File: config.mk
export PLATFORM = sky130hd
export DESIGN_NAME = uart_tx_fsm
export DESIGN_NICKNAME = d
export VERILOG_FILES = /design/src/rtl/uart_tx_fsm.sv
export SDC_FILE = /design/constraint.sdc
export NUM_CORES = 1
export LEC_CHECK = 0
export BUFFER_PORTS_ARGS = -buffer_cell sky130_fd_sc_hd__buf_2
export CORE_AREA = 10 10 47 49
export CTS_CLUSTER_DIAMETER = 200
export CTS_CLUSTER_SIZE = 24
export DETAILED_ROUTE_END_ITERATION = 10
export DIE_AREA = 0 0 57 59
export SYNTH_ARGS = -nofsm -noshare
export SYNTH_HDL_FRONTEND = slang
export SYNTH_SLANG_ARGS = --single-unit
File: constraint.sdc
create_clock -name clk -period 2.53 [get_ports clk]
set_clock_uncertainty 0.1 [all_clocks]
set_input_delay 0.506 -clock clk [delete_from_list [all_inputs] [get_ports clk]]
set_output_delay 0.506 -clock clk [all_outputs]
set_load 0.02 [all_outputs]
File: src/rtl/uart_tx_fsm.sv
// uart_tx_fsm: UART transmit frame controller.
// Accepts a parallel byte while idle, pulses the serializer load, sequences
// the serializer shift enable and drives the TX line mux:
// start bit, FRAME_WIDTH data bits (LSB first), optional parity, stop bit.
// Optional feature: define UART_TX_PARITY_EN to build the parity state and
// parity register; otherwise par_en/par_typ are ignored and every frame
// is FRAME_WIDTH+2 cycles long.
module uart_tx_fsm #(
  parameter int unsigned FRAME_WIDTH   = 8,
  parameter int unsigned COUNTER_WIDTH = 3
) (
  input  logic                   clk,
  input  logic                   reset,
  input  logic                   Data_Valid,
  input  logic [FRAME_WIDTH-1:0] P_Data,
  input  logic                   par_en,
  input  logic                   par_typ,
  input  logic                   ser_data,
  output logic                   ser_load,
  output logic                   ser_en,
  output logic                   busy,
  output logic                   TX_OUT
);

  localparam logic [COUNTER_WIDTH-1:0] LAST_BIT = COUNTER_WIDTH'(FRAME_WIDTH - 1);

`ifdef UART_TX_PARITY_EN
  typedef enum logic [2:0] {
    IDLE   = 3'd0,
    START  = 3'd1,
    DATA   = 3'd2,
    PARITY = 3'd3,
    STOP   = 3'd4
  } state_t;
`else
  typedef enum logic [2:0] {
    IDLE   = 3'd0,
    START  = 3'd1,
    DATA   = 3'd2,
    STOP   = 3'd4
  } state_t;
`endif

  state_t                   state_q, state_d;
  logic [COUNTER_WIDTH-1:0] cnt_q, cnt_d;

`ifdef UART_TX_PARITY_EN
  logic par_en_q, par_en_d;
  logic parity_q, parity_d;
`else
  // Inputs only consumed by the parity feature are left unused here.
  logic unused_parity_inputs;
  assign unused_parity_inputs = ^{P_Data, par_en, par_typ};
`endif

  // Serializer load is only allowed while idle so a frame's byte is never overwritten.
  assign ser_load = Data_Valid & (state_q == IDLE);
  assign busy     = (state_q != IDLE);

  // State, bit counter and latched parity configuration registers.
  always_ff @(posedge clk or negedge reset) begin
    if (!reset) begin
      state_q  <= IDLE;
      cnt_q    <= '0;
`ifdef UART_TX_PARITY_EN
      par_en_q <= 1'b0;
      parity_q <= 1'b0;
`endif
    end else begin
      state_q  <= state_d;
      cnt_q    <= cnt_d;
`ifdef UART_TX_PARITY_EN
      par_en_q <= par_en_d;
      parity_q <= parity_d;
`endif
    end
  end

  // Next-state, counter update and line/shift-enable decode.
  always_comb begin
    state_d  = state_q;
    cnt_d    = cnt_q;
    ser_en   = 1'b0;
    TX_OUT   = 1'b1;
`ifdef UART_TX_PARITY_EN
    par_en_d = par_en_q;
    parity_d = parity_q;
`endif
    case (state_q)
      IDLE: begin
        if (Data_Valid) begin
          state_d  = START;
`ifdef UART_TX_PARITY_EN
          par_en_d = par_en;
          parity_d = (^P_Data) ^ par_typ;
`endif
        end
      end
      START: begin
        TX_OUT  = 1'b0;
        ser_en  = 1'b1;
        cnt_d   = '0;
        state_d = DATA;
      end
      DATA: begin
        // The START pulse plus FRAME_WIDTH-1 pulses here give FRAME_WIDTH shifts,
        // so the last data cycle must not shift.
        TX_OUT = ser_data;
        ser_en = (cnt_q < LAST_BIT);
        if (cnt_q == LAST_BIT) begin
          cnt_d = '0;
`ifdef UART_TX_PARITY_EN
          state_d = par_en_q ? PARITY : STOP;
`else
          state_d = STOP;
`endif
        end else begin
          cnt_d = cnt_q + COUNTER_WIDTH'(1);
        end
      end
`ifdef UART_TX_PARITY_EN
      PARITY: begin
        TX_OUT  = parity_q;
        state_d = STOP;
      end
`endif
      STOP: begin
        TX_OUT  = 1'b1;
        state_d = IDLE;
      end
      default: begin
        state_d = IDLE;
        cnt_d   = '0;
      end
    endcase
  end

endmodule
==> metrics.cfg <==
[sta]
worst_pin_slew_ps=298
setup_viol=0
fmax_mhz=486
final-hold-violation-count=0
finalSetupTns_ps=0
timing.final.crit_share_pct=81.4
rsz0062_at_grt=false
maxSlewHeadroom_pct=80.1
min_period_ps=2060
setup_ws_ps=470
drv_slew=0

[logic_synthesis]
netlist_area_um2=340
synth_nets=48
syn_area_per_cell_um2=10.6
synthCells=32
synth-seq-cells=6
ys_types=18
seq_area_frac_synth_pct=44.1
yosysWarnings=0

[power_and_ir_drop]
vdd_drop_max_mv=0.465
powerDensity_nw_per_um2=1160
leakagePower_nw=0.200

[job]
drv_cap=0

[finish]
fin_util_pct=29.6
diodes=0
nNetsFinal=59
syn_to_final_growth_pct=22.1
drive_gt1_share_pct=26.8

[routing]
routed_wl_um=678
postRouteAntennaNets=0
drt_pass1_iterations=4
viasPerCell=4.56
drc_errors=0
wl_per_cell_um=11.9
drtIter0Drc=3
via_count=260

[setup_path]
crit_slowest_cell=dfrtp_1
critPathKind=reg -> out
crit_family=flip-flops
critPathMaxStageDelay_ps=510
worst-path-buf-inv=1
path_cells=or3b_1, a21o_1, buf_2
required_ps=1920
path_max_fanout=12
endpoint_kind=output port
startpoint_type=flop
critPathArrivalTime_ps=1450

[placed_design]
port_buffers=7
pre_cts_ws_ps=658
gp_congestion=0.667
dpl.hpwl_um=516

[global_route]
grt_pass1_wl_um=1130
grt_max_degree=13
antenna_found_initial=0
grt_use_total_pct=4.20
grt_pass1_vias=280
gr-total-overflow=0

[cts]
clk_latency_ps=240
h-tree-depth=1
clockBufferDepth=2
cts.sink_count=6
cts_tree=built
root_buffer=clkbuf_4
clk_pin_slew_ps=50
numCtsBuffers=3
cts_resized=0

[floorplanning]
die_x_um=57
num_rows=14
die_y_um=59
num_io_pins=18
core_area_um2=1400
initial_core_util_pct=24.3
dieArea_um2=3360

[hold_path]
min_path_type=in -> reg

[run_status]
status=finished, final reports clean

flip-flops by register name, summed over array words and instances, names as in the netlist:
signal and cells:
state_q 3, cnt_q 3
worst min-delay path: cells and delay by family:
family | cells | cell delay [ps]
buffers and inverters | 2 | 160
and+or+nand+nor | 1 | 40
Yosys cell counts, drive strengths merged:
cell	instances	area share (%)
dfrtp	6	44
a21oi	4	5.9
nand2b	4	7.4
buf	2	3.7
ha	2	7.4
nor2	2	2.2
or3b	2	5.1
a21o	1	2.2
a311oi	1	2.6
and2	1	1.8
and4bb	1	3.7
inv	1	1.1
nand3b	1	2.2
or3	1	1.8
or4b	1	2.9
or4bb	1	3.3
xnor2	1	2.6
placed cells by master (no fill, tap or decap), types with 2 or more instances in the layout:
| cell | n |
|---|---|
| a21oi_1 | 4 |
| buf_2 | 7 |
| clkbuf_4 | 3 |
| dfrtp_1 | 6 |
| ha_1 | 2 |
| nand2b_1 | 4 |
| nor2_1 | 2 |
| or3b_1 | 2 |
where the power goes:
group | switching [W] | internal [W]
clock | 0.0000336 | 0.0000536
combinational | 0.000106 | 0.000107
sequential | 0.0000498 | 0.000129
total | 0.000190 | 0.000290
cells by family (layout without fill, tap and decap cells):
kind of cell | after synthesis | after routing | share of synthesized area [%]
simple gates | 14 | 14 | 30.5
flops | 6 | 6 | 44.1
xor+xnor | 1 | 1 | 2.57
fa+ha+maj | 2 | 2 | 7.35
compound gates | 6 | 6 | 10.7
buf+inv | 3 | 12 | 4.78
metrics by stage:
stage	hold slack, ps	cells	total power (W)	cell area, um2
after CTS	393	57	0.000491	415
after detailed placement	239	53	0.000397	383
final	403	57	0.000480	415
after global routing	405	57	0.000522	415
after floorplan	110	32	0.000346	340
after global placement	237	53	0.000392	383
repair_timing:
| item | CTS | global route |
|---|---|---|
| hold buffers | 1 | 0 |
| setup buffers | 0 | 0 |
| hold endpoints to repair | 6 | 0 |
routing by layer:
metal | up-vias | GRT usage (%) | part of all wire [%]
met3 | 0 | 1.72 | 5.6
met1 | 120 | 4.41 | 48
met5 | - | 0 | 0
li1 | 133 | - | -
met2 | 7 | 6.20 | 46
met4 | 0 | 4.03 | 0
layout make-up:
cell class,count,area (um2)
multi-input combinational,23,174
tap,16,20.0
sequential,6,150
clock buffer,3,22.5
fill,158,986
timing repair buffer,8,45.0
inverter,1,3.75
final timing paths:
check,from,end,slack [ps],cells past startpoint
setup / recovery,state_q[1],TX_OUT,470,3
hold / removal,Data_Valid,state_q[0],400,3
setup reg to reg,cnt_q[0],cnt_q[0],880,4
hold reg to reg,state_q[2],state_q[1],460,1
max in group asynchronous,reset,cnt_q[0],1680,2
min in group asynchronous,reset,state_q[1],510,2
Power figures use the tool's default switching activity.
